**src/rtl/aes32dsi_round_seq.sv**
```systemverilog
// aes32dsi_round_seq
//   Multi-cycle sequencer that computes one full AES final decryption round
//   (InvShiftRows, InvSubBytes, AddRoundKey) on a 128-bit state. It issues
//   sixteen aes32dsi byte-steps, spread over NLANES datapath instances. Each
//   step's result is chained into the next step's rs1.
//
//   Parameters:
//     NLANES     - number of aes32dsi instances working in parallel (1, 2 or 4)
//
//   Ports:
//     clk        - clock, all state updates on the rising edge
//     rst        - asynchronous active-high reset
//     in_valid   - request carries a valid state/key pair
//     in_ready   - block can accept a request (IDLE only)
//     state_in   - ciphertext-side state, word i = state_in[32*i+31:32*i]
//     rkey_in    - round key, word j = rkey_in[32*j+31:32*j]
//     abort      - cancels the operation in flight
//     out_valid  - state_out holds a completed result
//     out_ready  - consumer accepts the result
//     state_out  - result, word j = state_out[32*j+31:32*j]
//     busy       - sequencer is not IDLE
module aes32dsi_round_seq #(
    parameter int NLANES = 1
) (
    input  logic         clk,
    input  logic         rst,
    input  logic         in_valid,
    output logic         in_ready,
    input  logic [127:0] state_in,
    input  logic [127:0] rkey_in,
    input  logic         abort,
    output logic         out_valid,
    input  logic         out_ready,
    output logic [127:0] state_out,
    output logic         busy
);

    if ((NLANES != 1) && (NLANES != 2) && (NLANES != 4)) begin : g_bad_nlanes
        $fatal(1, "aes32dsi_round_seq: NLANES must be 1, 2 or 4");
    end

    localparam logic [1:0] ST_IDLE = 2'd0;
    localparam logic [1:0] ST_CALC = 2'd1;
    localparam logic [1:0] ST_DONE = 2'd2;

    // Index of the last step; the counter never goes past it.
    localparam logic [3:0] LAST_STEP   = 4'(16 / NLANES - 1);
    // Word distance between successive words handled by one lane.
    localparam logic [1:0] LANE_STRIDE = 2'(NLANES % 4);

    // Inverse S-box, entry 0 in the most significant byte.
    localparam logic [2047:0] INV_SBOX = {
        128'h52096ad53036a538bf40a39e81f3d7fb, 128'h7ce339829b2fff87348e4344c4dee9cb,
        128'h547b9432a6c2233dee4c950b42fac34e, 128'h082ea16628d924b2765ba2496d8bd125,
        128'h72f8f66486689816d4a45ccc5d65b692, 128'h6c704850fdedb9da5e154657a78d9d84,
        128'h90d8ab008cbcd30af7e45805b8b34506, 128'hd02c1e8fca3f0f02c1afbd0301138a6b,
        128'h3a9111414f67dcea97f2cfcef0b4e673, 128'h96ac7422e7ad3585e2f937e81c75df6e,
        128'h47f11a711d29c5896fb7620eaa18be1b, 128'hfc563e4bc6d279209adbc0fe78cd5af4,
        128'h1fdda8338807c731b11210592780ec5f, 128'h60517fa919b54a0d2de57a9f93c99cef,
        128'ha0e03b4dae2af5b0c8ebbb3c83539961, 128'h172b047eba77d626e169146355210c7d
    };

    function automatic logic [7:0] inv_sbox(input logic [7:0] b);
        // Byte b sits at bit offset 8*(255-b), and 255-b equals ~b.
        return INV_SBOX[{~b, 3'b000} +: 8];
    endfunction

    // bs=k takes byte lane 3-k of rs2, substitutes it, and puts it back in the
    // same lane before folding it into rs1.
    function automatic logic [31:0] aes32dsi(input logic [31:0] rs1,
                                             input logic [31:0] rs2,
                                             input logic [1:0]  bs);
        logic [1:0] lane;
        logic [7:0] sb;
        lane = 2'd3 - bs;
        sb   = inv_sbox(rs2[{lane, 3'b000} +: 8]);
        return rs1 ^ ({24'd0, sb} << {lane, 3'b000});
    endfunction

    logic [1:0]               fsm_r;
    logic [3:0]               cnt_r;
    logic [3:0][31:0]         s_r;
    logic [3:0][31:0]         key_r;
    logic [NLANES-1:0][31:0]  acc_r;
    logic [3:0][31:0]         res_r;
    logic [127:0]             state_out_r;

    logic [1:0]               k_s;
    logic                     last_s;
    logic [NLANES-1:0][1:0]   word_s;
    logic [NLANES-1:0][1:0]   src_s;
    logic [NLANES-1:0][31:0]  step_s;
    logic [NLANES-1:0][31:0]  acc_next_s;
    logic [3:0][31:0]         res_next_s;

    // One byte-step per lane: pick the word each lane works on and its source word.
    always_comb begin
        k_s        = cnt_r[1:0];
        last_s     = (cnt_r == LAST_STEP);
        res_next_s = res_r;
        word_s     = '0;
        src_s      = '0;
        step_s     = '0;
        acc_next_s = '0;
        for (int n = 0; n < NLANES; n++) begin
            word_s[n] = 2'(int'(cnt_r[3:2]) * NLANES + n);
            // InvShiftRows: step k of word j reads state word (j-k) mod 4.
            src_s[n]  = word_s[n] - k_s;
            step_s[n] = aes32dsi(acc_r[n], s_r[src_s[n]], k_s);
            if (k_s == 2'd3) begin
                // Word finished: bank it and seed the accumulator for the next group.
                res_next_s[word_s[n]] = step_s[n];
                acc_next_s[n]         = key_r[word_s[n] + LANE_STRIDE];
            end else begin
                acc_next_s[n] = step_s[n];
            end
        end
    end

    // Sequencer state, operand capture and accumulators.
    always_ff @(posedge clk or posedge rst) begin
        if (rst) begin
            fsm_r       <= ST_IDLE;
            cnt_r       <= 4'd0;
            s_r         <= '0;
            key_r       <= '0;
            acc_r       <= '0;
            res_r       <= '0;
            state_out_r <= 128'd0;
        end else begin
            case (fsm_r)
                ST_IDLE: begin
                    if (in_valid) begin
                        s_r   <= state_in;
                        key_r <= rkey_in;
                        for (int n = 0; n < NLANES; n++) begin
                            acc_r[n] <= rkey_in[32*n +: 32];
                        end
                        cnt_r <= 4'd0;
                        fsm_r <= ST_CALC;
                    end
                end
                ST_CALC: begin
                    if (abort) begin
                        cnt_r <= 4'd0;
                        fsm_r <= ST_IDLE;
                    end else begin
                        acc_r <= acc_next_s;
                        res_r <= res_next_s;
                        if (last_s) begin
                            state_out_r <= res_next_s;
                            cnt_r       <= 4'd0;
                            fsm_r       <= ST_DONE;
                        end else begin
                            cnt_r <= cnt_r + 4'd1;
                        end
                    end
                end
                ST_DONE: begin
                    // abort and out_ready both release the result; abort just drops it.
                    if (abort || out_ready) begin
                        fsm_r <= ST_IDLE;
                    end
                end
                default: begin
                    cnt_r <= 4'd0;
                    fsm_r <= ST_IDLE;
                end
            endcase
        end
    end

    assign in_ready  = (fsm_r == ST_IDLE);
    assign out_valid = (fsm_r == ST_DONE);
    assign busy      = (fsm_r != ST_IDLE);
    assign state_out = state_out_r;

endmodule

```
**config.mk**
```make
export PLATFORM = sky130hd
export DESIGN_NAME = aes32dsi_round_seq
export DESIGN_NICKNAME = d
export VERILOG_FILES = /design/src/rtl/aes32dsi_round_seq.sv
export SDC_FILE = /design/constraint.sdc
export NUM_CORES = 2
export LEC_CHECK = 0
export BUFFER_PORTS_ARGS = -buffer_cell sky130_fd_sc_hd__buf_2
export CAP_MARGIN = 20
export CORE_UTILIZATION = 49
export DETAILED_ROUTE_END_ITERATION = 12
export PLACE_DENSITY = 0.72
export SETUP_SLACK_MARGIN = 0.05
export SLEW_MARGIN = 0
export SYNTH_ARGS = -nofsm -noshare
export SYNTH_HDL_FRONTEND = slang
export SYNTH_SLANG_ARGS = --single-unit
```
**constraint.sdc**
```tcl
create_clock -name clk -period 17.2 [get_ports clk]
set_input_delay 3.44 -clock clk [delete_from_list [all_inputs] [get_ports clk]]
set_output_delay 3.44 -clock clk [all_outputs]
set_load 0.005 [all_outputs]
```
==> results by group <==
Outcome
  • Status: complete, no violations

Global routing
  • Tot GR Track Use: 35.1%
  • Vias in the first global route: approximately 25000
  • Total grt overflow: 0
  • First-pass GRT wire length: between 150000 and 200000 µm
  • Largest net degree at the start of global routing: around 180
  • Antenna violations before repair: 3

Clock tree
  • CTS tree: done
  • Setup bufs post-CTS: 0
  • H-tree depth: 2
  • Clock sink count: 518
  • Root Buffer: clkbuf_16
  • Clock slew at reported path FFs: about 0.060 ns
  • Post_cts resized: 0
  • Hold buffers post-CTS: 0
  • Worst-Skew Late Latency: about 0.62 ns
  • Num CTS Buffers: 54
  • CTS max path bufs: 3

Detailed routing
  • DR vias: between 20000 and 30000
  • Post-route DRC: 0
  • Iteration-0 DRC Markers: about 3700
  • Drt pass-1 iters: 7
  • Wire per inst: approximately 25 µm
  • Via density: 6.40
  • Antenna viol nets, final: 0
  • WL final: about 100000 µm

Place
  • Worst slack, placed: 10.35 ns
  • Count of input and output buffers: 391
  • Dpl hpwl: around 71000 µm
  • Placed inst area: 30400 µm²
  • Routability Congestion: 1.04

STA
  • Fin Clk Skew: 0.0188 ns
  • Worst Max-Slew Pin Slew: around 1.1 ns
  • Setup WS post-layout: between 10 and 15 ns
  • Unrepaired setup endpoints after global routing: false
  • Post-route minimum period: around 7.0 ns
  • Finish-stage setup viols: 0
  • Fin. max-slew vios: 0
  • Fin. Hold Viols: 0
  • Max Fclk: 143 MHz
  • Post-route clock period utilization: between 40% and 50%
  • Normalized max-slew margin: about a quarter
  • Setup TNS Final: 0 ns

Yosys
  • Largest family of logic cells by synthesized area: simple AND/OR/NAND/NOR gates
  • Primary FF master, synth: dfrtp_1
  • Xor/xnor share of the synthesized area: about 1.1%
  • Compound-Gate Fraction of Synth Area: between 10% and 20%
  • Flops & latches, synth: slightly above 500
  • Largest area contributor in the netlist: dfrtp_1
  • Syn nets: around 3500
  • Post-synth EDFFs: 0
  • Synth top area share: approximately 46%
  • Yosys warnings: 0
  • Post-synth top cells: 894 x nand2_1, 518 x dfrtp_1, 238 x nor2_1
  • Most frequent cell after synthesis: nand2_1
  • Syn Inst Count: ~3200
  • Synth unique cells: roughly 110
  • Register area share after synthesis: a little under half
  • Post-Syn Area: 28200 µm²
  • Mean Syn Cell Area: 8.84 µm²
  • Async set-reset flop share out of synthesis: 100%
  • Post-Synth Adder-Cell Area: 0.887%
  • Dominant cells by area after synthesis: dfrtp_1 46%, nand2_1 12%, mux4_2 3.8%, a21oi_1 3.2%, nor2_1 3.2%
  • Mux cell area share after synthesis: 7.60%
  • Simple-Gate Fraction of Synth Area: about a fifth

Critical path
  • Setup CP Type: register to register
  • R2R setup slack: between 10 and 15 ns
  • Worst path required time: ~18 ns
  • Critical Path Fanout Max: 32
  • Worst EP arrival: roughly 7.5 ns
  • Crit. End Element: register
  • Startpoint Class: register

Finish
  • Layout cells sized above 1: about a fifth
  • Nets: about 3700
  • Layout area overhead: 14.3%
  • Finished Cell Area: ~32000 µm²

Floorplanning
  • Die ar.: ~59000 µm²
  • Initial Utilization: between 40% and 50%
  • Ports: 392
  • Placeable Area: 56600 µm²
  • Die span in y: between 200 and 250 µm
  • Die X: about 240 µm
  • Row count: between 80 and 90

Flow run
  • Number of max-cap violations: 0

Min path
  • HP Class: register to register
==> routing by layer <==
metal  wire length (µm)  part of all wire (%)  global-route usage [%]  vias up
met5                 13                 0.012                       0        -
met1              44100                    42                    52.0    13100
met4               4240                   4.0                    12.5        2
met3              12600                    12                    8.94      310
met2              43900                    42                    49.4     1822
li1                   -                     -                       -    11800
==> critical path, cell delays in order (launching register included) <==
cell       delay [ns]
dfrtp_1          0.33
buf_4            0.32
ha_2             0.31
xor2_2           0.14
buf_4            0.36
mux2_1           0.36
a211o_1          0.33
a2111oi_4        0.40
buf_4            0.30
inv_2            0.26
ha_1             0.52
nor3_1           0.90
o211ai_1         0.20
o2111ai_1        0.21
a22oi_1          0.13
a211oi_1         0.59
a311o_2          0.51
nor2_4           0.12
xnor2_1          0.37
a21oi_1          0.12
==> layout by cell type, fill, tap and decap left out, drive strengths merged, types with 27 or more instances in the layout <==
| cell type | synthesis | layout |
|---|---|---|
| a21oi | 183 | 183 |
| a221oi | 62 | 62 |
| a31oi | 33 | 33 |
| and3 | 47 | 47 |
| buf | 80 | 453 |
| clkbuf | 202 | 79 |
| dfrtp | 518 | 518 |
| mux2 | 45 | 45 |
| mux2i | 53 | 53 |
| mux4 | 49 | 49 |
| nand2 | 894 | 894 |
| nand3 | 66 | 66 |
| nor2 | 249 | 249 |
| nor3 | 73 | 73 |
| o211ai | 27 | 27 |
| o21ai | 178 | 178 |
| o22ai | 46 | 46 |
==> layout make-up <==
cell class | count | area, µm²
fillers | 5107 | 24300
diodes | 2 | 5.00
multi-input cells | 2369 | 14000
clock inverters | 23 | 205
well taps | 756 | 946
clock buffers | 78 | 1590
flip-flops and latches | 518 | 13000
inverters | 19 | 75.1
repair buffers | 454 | 2470
==> registers in the layout, indices dropped and copies added (netlist names) <==
signal	flops
acc_r	32
state_out	128
key_r	128
fsm_r	2
cnt_r	4
res_r	96
s_r	128
==> path summary, 6_finish.rpt <==
check,cells after the start,endpoint,from
min,2,key_r[120],key_r[120]
max in group asynchronous,6,res_r[11],rst
min reg2reg,2,key_r[120],key_r[120]
max reg2reg,19,res_r[45],cnt_r[0]
max,19,res_r[45],cnt_r[0]
min in group asynchronous,2,s_r[116],rst
==> cells by family after synthesis <==
logic type,Yosys count
AND/OR/NAND/NOR,1406
AO/OA/AOI/OAI,769
flip-flops,518
buffers and inverters,304
multiplexers,147
XOR/XNOR,27
adder cells (fa/ha/maj),20
==> per-stage QoR <==
stage / util (%) / hold slack (ns) / std cells
finish: 57.0 / 0.473 / 4219
floorplan: - / 0.437 / 3191
detailed placement: 53.8 / 0.457 / 4114
global placement: 53.8 / 0.452 / 4114
CTS: 56.9 / 0.471 / 4215
global route: 57.0 / 0.488 / 4219
Power is left out: the tool's default activity adds up to more than one toggle a clock period on the data nets, which glitch-free logic cannot reach.
